### src/rtl/cpu_defs.sv
// Shared CPU-wide definitions: RoB index width, the no-dependency tag and
// the CDB source encodings.
package cpu_defs;
  localparam int unsigned RoB_WIDTH = 8;
  localparam logic [RoB_WIDTH-1:0] NON_DEP = '1;
  localparam logic CDB_SRC_ALU = 1'b0;
  localparam logic CDB_SRC_LSB = 1'b1;
endpackage

### src/rtl/cdb_arbiter_if.sv
// Producer-push and broadcast signals of the common-data-bus arbiter.
// master = producers/snoopers side, slave = the arbiter itself.
interface cdb_arbiter_if #(
  parameter int unsigned RoB_WIDTH = cpu_defs::RoB_WIDTH
);
  logic                 RoBCA_pre_judge;
  logic                 ALUCA_en;
  logic [RoB_WIDTH-1:0] ALUCA_RoB_index;
  logic [31:0]          ALUCA_value;
  logic                 CAALU_full;
  logic                 LSBCA_en;
  logic [RoB_WIDTH-1:0] LSBCA_RoB_index;
  logic [31:0]          LSBCA_value;
  logic                 CALSB_full;
  logic                 CDB_en;
  logic [RoB_WIDTH-1:0] CDB_RoB_index;
  logic [31:0]          CDB_value;
  logic                 CDB_src;

  modport master (
    output RoBCA_pre_judge,
    output ALUCA_en, ALUCA_RoB_index, ALUCA_value,
    output LSBCA_en, LSBCA_RoB_index, LSBCA_value,
    input  CAALU_full, CALSB_full,
    input  CDB_en, CDB_RoB_index, CDB_value, CDB_src
  );

  modport slave (
    input  RoBCA_pre_judge,
    input  ALUCA_en, ALUCA_RoB_index, ALUCA_value,
    input  LSBCA_en, LSBCA_RoB_index, LSBCA_value,
    output CAALU_full, CALSB_full,
    output CDB_en, CDB_RoB_index, CDB_value, CDB_src
  );
endinterface

### src/rtl/cdb_queue.sv
// Circular result FIFO for one CDB producer; flush empties it synchronously,
// rdy low freezes it, pushes while full are dropped.
module cdb_queue #(
  parameter int unsigned WIDTH = 40,
  parameter int unsigned DEPTH = 4,
  parameter int unsigned PTR   = 2
) (
  input  logic             clk,
  input  logic             rst,
  input  logic             rdy,
  input  logic             flush,
  input  logic             push,
  input  logic [WIDTH-1:0] push_data,
  input  logic             pop,
  output logic [WIDTH-1:0] head_data,
  output logic             full,
  output logic             empty
);
  logic [PTR-1:0]   head_q, head_d;
  logic [PTR-1:0]   tail_q, tail_d;
  logic [PTR:0]     count_q, count_d;
  logic [WIDTH-1:0] mem_q [DEPTH];
  logic [WIDTH-1:0] mem_d [DEPTH];
  logic             do_push, do_pop;

  assign full      = (count_q == (PTR+1)'(DEPTH));
  assign empty     = (count_q == '0);
  assign head_data = mem_q[head_q];

  always_comb begin
    do_push = rdy && push && !full;
    do_pop  = rdy && pop && !empty;
    head_d  = head_q;
    tail_d  = tail_q;
    count_d = count_q;
    mem_d   = mem_q;
    if (flush) begin
      head_d  = '0;
      tail_d  = '0;
      count_d = '0;
    end else begin
      if (do_push) begin
        mem_d[tail_q] = push_data;
        tail_d        = tail_q + 1'b1;
      end
      if (do_pop) head_d = head_q + 1'b1;
      case ({do_push, do_pop})
        2'b10:   count_d = count_q + 1'b1;
        2'b01:   count_d = count_q - 1'b1;
        default: count_d = count_q;
      endcase
    end
  end

  always_ff @(posedge clk) begin
    if (rst) begin
      head_q  <= '0;
      tail_q  <= '0;
      count_q <= '0;
    end else begin
      head_q  <= head_d;
      tail_q  <= tail_d;
      count_q <= count_d;
    end
  end

  // Storage needs no reset: entries are only read while count is nonzero.
  always_ff @(posedge clk) begin
    mem_q <= mem_d;
  end
endmodule

### src/rtl/cdb_arbiter.sv
// Round-robin CDB arbiter draining the ALU and LSB result queues onto one
// registered broadcast bus. Define CDB_BYPASS_EN for same-edge bypass of idle pushes.
module cdb_arbiter
  import cpu_defs::*;
#(
  parameter int unsigned RoB_WIDTH = cpu_defs::RoB_WIDTH,
  parameter int unsigned Q_DEPTH   = 4,
  parameter int unsigned Q_PTR     = 2
) (
  input  logic         Sys_clk,
  input  logic         Sys_rst,
  input  logic         Sys_rdy,
  cdb_arbiter_if.slave bus
);
  localparam int unsigned EW = RoB_WIDTH + 32;

  logic                 flush;
  logic                 alu_full, alu_empty, lsb_full, lsb_empty;
  logic [EW-1:0]        alu_head, lsb_head;
  logic                 alu_push, lsb_push, alu_pop, lsb_pop;
  logic                 grant_vld, grant_src;
  logic                 byp_vld, byp_src;

  logic                 cdb_en_q, cdb_en_d;
  logic [RoB_WIDTH-1:0] cdb_idx_q, cdb_idx_d;
  logic [31:0]          cdb_val_q, cdb_val_d;
  logic                 cdb_src_q, cdb_src_d;
  logic                 last_grant_q, last_grant_d;

  assign flush = !bus.RoBCA_pre_judge;

  // Both nonempty: alternate away from the last grant; otherwise the lone nonempty queue.
  always_comb begin
    grant_vld = !alu_empty || !lsb_empty;
    if (!alu_empty && !lsb_empty) grant_src = ~last_grant_q;
    else                          grant_src = !lsb_empty ? CDB_SRC_LSB : CDB_SRC_ALU;
    alu_pop = grant_vld && (grant_src == CDB_SRC_ALU);
    lsb_pop = grant_vld && (grant_src == CDB_SRC_LSB);
  end

`ifdef CDB_BYPASS_EN
  logic byp_alu_ok, byp_lsb_ok;
  always_comb begin
    byp_alu_ok = bus.ALUCA_en && alu_empty && !grant_vld;
    byp_lsb_ok = bus.LSBCA_en && lsb_empty && !grant_vld;
    byp_vld    = byp_alu_ok || byp_lsb_ok;
    if (byp_alu_ok && byp_lsb_ok) byp_src = ~last_grant_q;
    else                          byp_src = byp_lsb_ok ? CDB_SRC_LSB : CDB_SRC_ALU;
  end
`else
  assign byp_vld = 1'b0;
  assign byp_src = CDB_SRC_ALU;
`endif

  assign alu_push = bus.ALUCA_en && !(byp_vld && (byp_src == CDB_SRC_ALU));
  assign lsb_push = bus.LSBCA_en && !(byp_vld && (byp_src == CDB_SRC_LSB));

  cdb_queue #(.WIDTH(EW), .DEPTH(Q_DEPTH), .PTR(Q_PTR)) u_alu_q (
    .clk       (Sys_clk),
    .rst       (Sys_rst),
    .rdy       (Sys_rdy),
    .flush     (flush),
    .push      (alu_push),
    .push_data ({bus.ALUCA_RoB_index, bus.ALUCA_value}),
    .pop       (alu_pop),
    .head_data (alu_head),
    .full      (alu_full),
    .empty     (alu_empty)
  );

  cdb_queue #(.WIDTH(EW), .DEPTH(Q_DEPTH), .PTR(Q_PTR)) u_lsb_q (
    .clk       (Sys_clk),
    .rst       (Sys_rst),
    .rdy       (Sys_rdy),
    .flush     (flush),
    .push      (lsb_push),
    .push_data ({bus.LSBCA_RoB_index, bus.LSBCA_value}),
    .pop       (lsb_pop),
    .head_data (lsb_head),
    .full      (lsb_full),
    .empty     (lsb_empty)
  );

  always_comb begin
    cdb_en_d     = cdb_en_q;
    cdb_idx_d    = cdb_idx_q;
    cdb_val_d    = cdb_val_q;
    cdb_src_d    = cdb_src_q;
    last_grant_d = last_grant_q;
    if (flush) begin
      cdb_en_d     = 1'b0;
      last_grant_d = CDB_SRC_LSB;
    end else if (Sys_rdy) begin
      if (grant_vld) begin
        cdb_en_d                 = 1'b1;
        cdb_src_d                = grant_src;
        {cdb_idx_d, cdb_val_d}   = (grant_src == CDB_SRC_LSB) ? lsb_head : alu_head;
        last_grant_d             = grant_src;
      end else if (byp_vld) begin
        cdb_en_d                 = 1'b1;
        cdb_src_d                = byp_src;
        {cdb_idx_d, cdb_val_d}   = (byp_src == CDB_SRC_LSB)
                                   ? {bus.LSBCA_RoB_index, bus.LSBCA_value}
                                   : {bus.ALUCA_RoB_index, bus.ALUCA_value};
        last_grant_d             = byp_src;
      end else begin
        cdb_en_d = 1'b0;
      end
    end
  end

  always_ff @(posedge Sys_clk) begin
    if (Sys_rst) begin
      cdb_en_q     <= 1'b0;
      cdb_idx_q    <= '0;
      cdb_val_q    <= '0;
      cdb_src_q    <= CDB_SRC_ALU;
      last_grant_q <= CDB_SRC_LSB;
    end else begin
      cdb_en_q     <= cdb_en_d;
      cdb_idx_q    <= cdb_idx_d;
      cdb_val_q    <= cdb_val_d;
      cdb_src_q    <= cdb_src_d;
      last_grant_q <= last_grant_d;
    end
  end

  assign bus.CDB_en        = cdb_en_q;
  assign bus.CDB_RoB_index = cdb_idx_q;
  assign bus.CDB_value     = cdb_val_q;
  assign bus.CDB_src       = cdb_src_q;
  assign bus.CAALU_full    = alu_full;
  assign bus.CALSB_full    = lsb_full;
endmodule

### src/flat_wrapper.sv
// flat-port wrapper written by rule: the top's interface ports become plain ports
module cdb_arbiter_flat import cpu_defs::*;
#(
  parameter int unsigned RoB_WIDTH = cpu_defs::RoB_WIDTH,
  parameter int unsigned Q_DEPTH   = 4,
  parameter int unsigned Q_PTR     = 2
)
  (Sys_clk, Sys_rst, Sys_rdy, bus_RoBCA_pre_judge, bus_ALUCA_en, bus_ALUCA_RoB_index, bus_ALUCA_value, bus_LSBCA_en, bus_LSBCA_RoB_index, bus_LSBCA_value, bus_CAALU_full, bus_CALSB_full, bus_CDB_en, bus_CDB_RoB_index, bus_CDB_value, bus_CDB_src);
  cdb_arbiter_if #(.RoB_WIDTH(RoB_WIDTH)) bus_i ();
  input  logic Sys_clk;
  input  logic Sys_rst;
  input  logic Sys_rdy;
  input wire logic [$bits(bus_i.RoBCA_pre_judge)-1:0] bus_RoBCA_pre_judge;
  input wire logic [$bits(bus_i.ALUCA_en)-1:0] bus_ALUCA_en;
  input wire logic [$bits(bus_i.ALUCA_RoB_index)-1:0] bus_ALUCA_RoB_index;
  input wire logic [$bits(bus_i.ALUCA_value)-1:0] bus_ALUCA_value;
  input wire logic [$bits(bus_i.LSBCA_en)-1:0] bus_LSBCA_en;
  input wire logic [$bits(bus_i.LSBCA_RoB_index)-1:0] bus_LSBCA_RoB_index;
  input wire logic [$bits(bus_i.LSBCA_value)-1:0] bus_LSBCA_value;
  output wire logic [$bits(bus_i.CAALU_full)-1:0] bus_CAALU_full;
  output wire logic [$bits(bus_i.CALSB_full)-1:0] bus_CALSB_full;
  output wire logic [$bits(bus_i.CDB_en)-1:0] bus_CDB_en;
  output wire logic [$bits(bus_i.CDB_RoB_index)-1:0] bus_CDB_RoB_index;
  output wire logic [$bits(bus_i.CDB_value)-1:0] bus_CDB_value;
  output wire logic [$bits(bus_i.CDB_src)-1:0] bus_CDB_src;
  assign bus_i.RoBCA_pre_judge = bus_RoBCA_pre_judge;
  assign bus_i.ALUCA_en = bus_ALUCA_en;
  assign bus_i.ALUCA_RoB_index = bus_ALUCA_RoB_index;
  assign bus_i.ALUCA_value = bus_ALUCA_value;
  assign bus_i.LSBCA_en = bus_LSBCA_en;
  assign bus_i.LSBCA_RoB_index = bus_LSBCA_RoB_index;
  assign bus_i.LSBCA_value = bus_LSBCA_value;
  assign bus_CAALU_full = bus_i.CAALU_full;
  assign bus_CALSB_full = bus_i.CALSB_full;
  assign bus_CDB_en = bus_i.CDB_en;
  assign bus_CDB_RoB_index = bus_i.CDB_RoB_index;
  assign bus_CDB_value = bus_i.CDB_value;
  assign bus_CDB_src = bus_i.CDB_src;
  cdb_arbiter #(.RoB_WIDTH(RoB_WIDTH), .Q_DEPTH(Q_DEPTH), .Q_PTR(Q_PTR)) u_core (.Sys_clk(Sys_clk), .Sys_rst(Sys_rst), .Sys_rdy(Sys_rdy), .bus(bus_i));
endmodule
### config.mk
export PLATFORM = sky130hd
export DESIGN_NAME = cdb_arbiter_flat
export DESIGN_NICKNAME = d
export VERILOG_FILES = /design/src/rtl/cpu_defs.sv /design/src/rtl/cdb_arbiter_if.sv /design/src/rtl/cdb_queue.sv /design/src/rtl/cdb_arbiter.sv /design/src/flat_wrapper.sv
export SDC_FILE = /design/constraint.sdc
export NUM_CORES = 1
export LEC_CHECK = 0
export BUFFER_PORTS_ARGS = -buffer_cell sky130_fd_sc_hd__buf_2
export CORE_ASPECT_RATIO = 0.6
export CORE_UTILIZATION = 59
export CTS_CLUSTER_DIAMETER = 100
export DETAILED_ROUTE_END_ITERATION = 16
export GPL_ROUTABILITY_DRIVEN = 1
export HOLD_SLACK_MARGIN = 0.03
export PLACE_DENSITY = 0.79
export SYNTH_ARGS = -nofsm -noshare
export SYNTH_HDL_FRONTEND = slang
export SYNTH_SLANG_ARGS = --single-unit
### constraint.sdc
create_clock -name Sys_clk -period 3.4 [get_ports Sys_clk]
set_input_delay 0.51 -clock Sys_clk [delete_from_list [all_inputs] [get_ports Sys_clk]]
set_output_delay 0.51 -clock Sys_clk [all_outputs]
set_load 0.05 [all_outputs]
==> results.cfg <==
[power]
p_per_area_nw_per_um2 = 552.3
vdd_ir_drop_max_mv = 0.4769
p_leak_nw = 5.487

[worst_hold_path]
hold_start = bus_LSBCA_value[13]
whs_path_depth = 1
whs_endpoint = u_core.u_lsb_q.mem_q[133]
hold_class = input pin to flop

[cts]
clock_path_buffers = 3
clk_pin_slew_worst_paths_ns = 0.06
h-tree-depth = 2
cts_resized = 0
root_buffer = clkbuf_16
cts-hold-fix-buffers = 0
post_cts_buffers = 0
cts_tree = built
clock_latency_ns = 0.52
cts_buffers = 34
clock_sinks = 377

[synthesis]
synth_cell_types = 32
synth_cells = 756
synth_top_flop_cell = edfxtp_1
synth_edf_count = 320
synth.net_count = 854
synth-warning-count = 0
synth_area_leaders = edfxtp_1 66%, mux4_2 12%, dfxtp_1 7.9%
syn_area_um2 = 14520
synth_top_area_share_pct = 66.17
yosys_register_bits = 377
synth_area_leader_cell = edfxtp_1
async_reset_ff_share_pct = 0
ys_seq_area_share_pct = 74.02
synth.avg_cell_area_um2 = 19.21

[drt]
wl_per_cell_um = 23.95
num_vias = 7572
dr.pass1.iters = 5
routed_via_density = 6.092
ant_nets = 0
drt_first_iter_violations = 689
remaining_drc_errors = 0
routed_wirelength_mm = 29.77

[placement]
dpl_cell_area_um2 = 15560
place.gp.congestion = 0.7617
port_buffers = 129
pre_cts_slack_ns = 0.7663
dp_cells = 1177
dp_hpwl_mm = 18.65

[floorplanning]
num_io_pins = 130
die-area_um2 = 25270
core_um2 = 24170
die_y_um = 123.5
start_util_pct = 60.09
die_x_um = 204.5
rows = 44

[timing]
finalMaxSlewViolations = 0
finalSetupTns_ns = 0
layout_min_cycle_time_ns = 2.640
finalWorstSetupSlack_ns = 0.7596
setup_viol = 0
tightest_slew_ns = 1.093
slew_headroom_pct = 27.11
hold_violations = 0
finalClockSkew_ns = 0.02053
fmax_ghz = 0.3787
rsz0062_at_grt = no
post-route-period-util_pct = 77.66

[layout]
stdcell_count = 1243
fin_area_um2 = 16600
final_util_pct = 68.69
final_nets = 989
syn2layout_area_growth_pct = 14.31
nFillCells = 1493
drive_gt1_share_pct = 36.39

[run]
cap_violations = 0

[global_route]
grt_overflow = 0
antenna_found_initial = 5
grt_pass1_vias = 7567
grt_start_max_net_pins = 75
grt_pass1_wl_mm = 44.73
grt_use_total_pct = 24.31

[worst_setup_path]
worst_setup_path_start_kind = flop
end_kind = flop
worstPathRequired_ns = 3.81
rr_endpoint = u_core.bus.CDB_value[25]
slowest_stage = o211a_4
worstPathCellList = or3_2 -> o211a_4 -> buf_4 -> nor2_1 -> a311oi_2
crit_arrival_ns = 3.05
reg2reg_slack_ns = 0.76
crit_type = flop to flop
path_buf_inv = 1
cp_top_family = compound AO/OA/AOI/OAI gates
rr_startpoint = u_core.u_lsb_q.count_q[0]
ff2ff_path_depth = 5
crit_path_max_incr_delay_ns = 0.97
cp_max_fo = 74

[outcome]
outcome = complete, no violations
## synth_stat cells, types with 2 or more instances
master / number
xor2_1: 6
nor2_1: 57
nand2_1: 44
buf_1: 3
dfxtp_1: 57
mux2i_1: 4
nor2b_1: 2
buf_6: 5
o21ai_0: 2
nor3b_1: 2
nand3_1: 40
clkbuf_1: 23
a21oi_1: 3
buf_2: 19
ha_1: 10
inv_1: 11
or3_1: 4
and3_1: 9
a311oi_2: 40
mux4_2: 80
edfxtp_1: 320
fa_1: 2
xnor2_1: 4
## how the worst max path moves through the flow
stage	startpoint	to	slack [ns]	cells past startpoint
after global routing	u_core.u_lsb_q.count_q[0]	u_core.bus.CDB_value[25]	0.54	5
after CTS	u_core.u_lsb_q.count_q[0]	u_core.bus.CDB_value[25]	0.74	5
after global placement	Sys_rdy	u_core.u_alu_q.count_q[2]	0.86	9
final	u_core.u_lsb_q.count_q[0]	u_core.bus.CDB_value[25]	0.76	5
after detailed placement	Sys_rdy	u_core.u_alu_q.count_q[2]	0.77	9
after floorplan	u_core.u_lsb_q.count_q[2]	u_core.u_lsb_q.count_q[2]	0.15	9
## cells in the final DEF, fill, tap and decap left out, types with 2 or more instances in the layout
cell,count
edfxtp_1,320
buf_2,129
mux4_2,80
nor2_1,57
dfxtp_1,53
nand2_1,43
nand3_1,40
a311oi_2,40
clkbuf_16,35
buf_4,16
clkbuf_1,12
inv_1,11
ha_1,10
and3_2,8
clkinv_2,7
diode_2,6
xor2_1,6
xnor2_1,4
mux2i_1,4
buf_12,4
or3_1,3
a21oi_1,3
clkbuf_8,3
nor3b_1,2
o21ai_0,2
nor2b_1,2
fa_1,2
clkinv_4,2
dfxtp_4,2
dfxtp_2,2
## where the power goes
part / internal (mW) / leakage [nW] / total, mW / switching (mW)
registers: 5.07 / 3.36 / 5.11 / 0.0372
logic: 0.155 / 1.62 / 0.469 / 0.314
clock network: 1.98 / 0.507 / 3.59 / 1.62
## metal layers
layer / share of wire [%] / wire length, um / vias up / track usage (%)
li1: - / - / 3296 / -
met1: 44 / 13100 / 3909 / 36.12
met2: 46 / 13550 / 325 / 36.44
met3: 9.3 / 2767 / 40 / 6.747
met4: 1.2 / 343 / 2 / 4.944
met5: 0.044 / 13 / - / 0
## registers in the layout, indices dropped and copies added (netlist names)
name	count
u_core.bus.CDB_RoB_index	8
u_core.bus.CDB_en	1
u_core.bus.CDB_src	1
u_core.bus.CDB_value	32
u_core.last_grant_q	1
u_core.u_alu_q.count_q	3
u_core.u_alu_q.head_q	2
u_core.u_alu_q.mem_q	160
u_core.u_alu_q.tail_q	2
u_core.u_lsb_q.count_q	3
u_core.u_lsb_q.head_q	2
u_core.u_lsb_q.mem_q	160
u_core.u_lsb_q.tail_q	2
## stage by stage
| stage | hold slack, ns | total power [mW] |
|---|---|---|
| floorplan | 0.4755 | 5.490 |
| global placement | 0.4881 | 5.654 |
| detailed placement | 0.4981 | 5.673 |
| CTS | 0.1836 | 9.217 |
| global route | 0.1856 | 9.407 |
| finish | 0.2027 | 9.168 |
## layout make-up
| class | count | area [um2] | area share (%) |
|---|---|---|---|
| repair buffers | 149 | 845.8 | 5.095 |
| flip-flops and latches | 377 | 10760 | 64.82 |
| clock buffers | 50 | 962.2 | 5.796 |
| well taps | 322 | 402.9 | 2.427 |
| multi-input cells | 318 | 3512 | 21.16 |
| diodes | 6 | 15.01 | 0.09044 |
| clock inverters | 10 | 61.31 | 0.3693 |
| inverters | 11 | 41.29 | 0.2487 |
## cells by family after synthesis
logic type,synth area share [%]
flip-flops,74.02
AND/OR/NAND/NOR,4.859
multiplexers,12.68
buffers and inverters,1.999
AO/OA/AOI/OAI,4.695
adder cells (fa/ha/maj),1.137
XOR/XNOR,0.6031
Power figures use the tool's default switching activity.
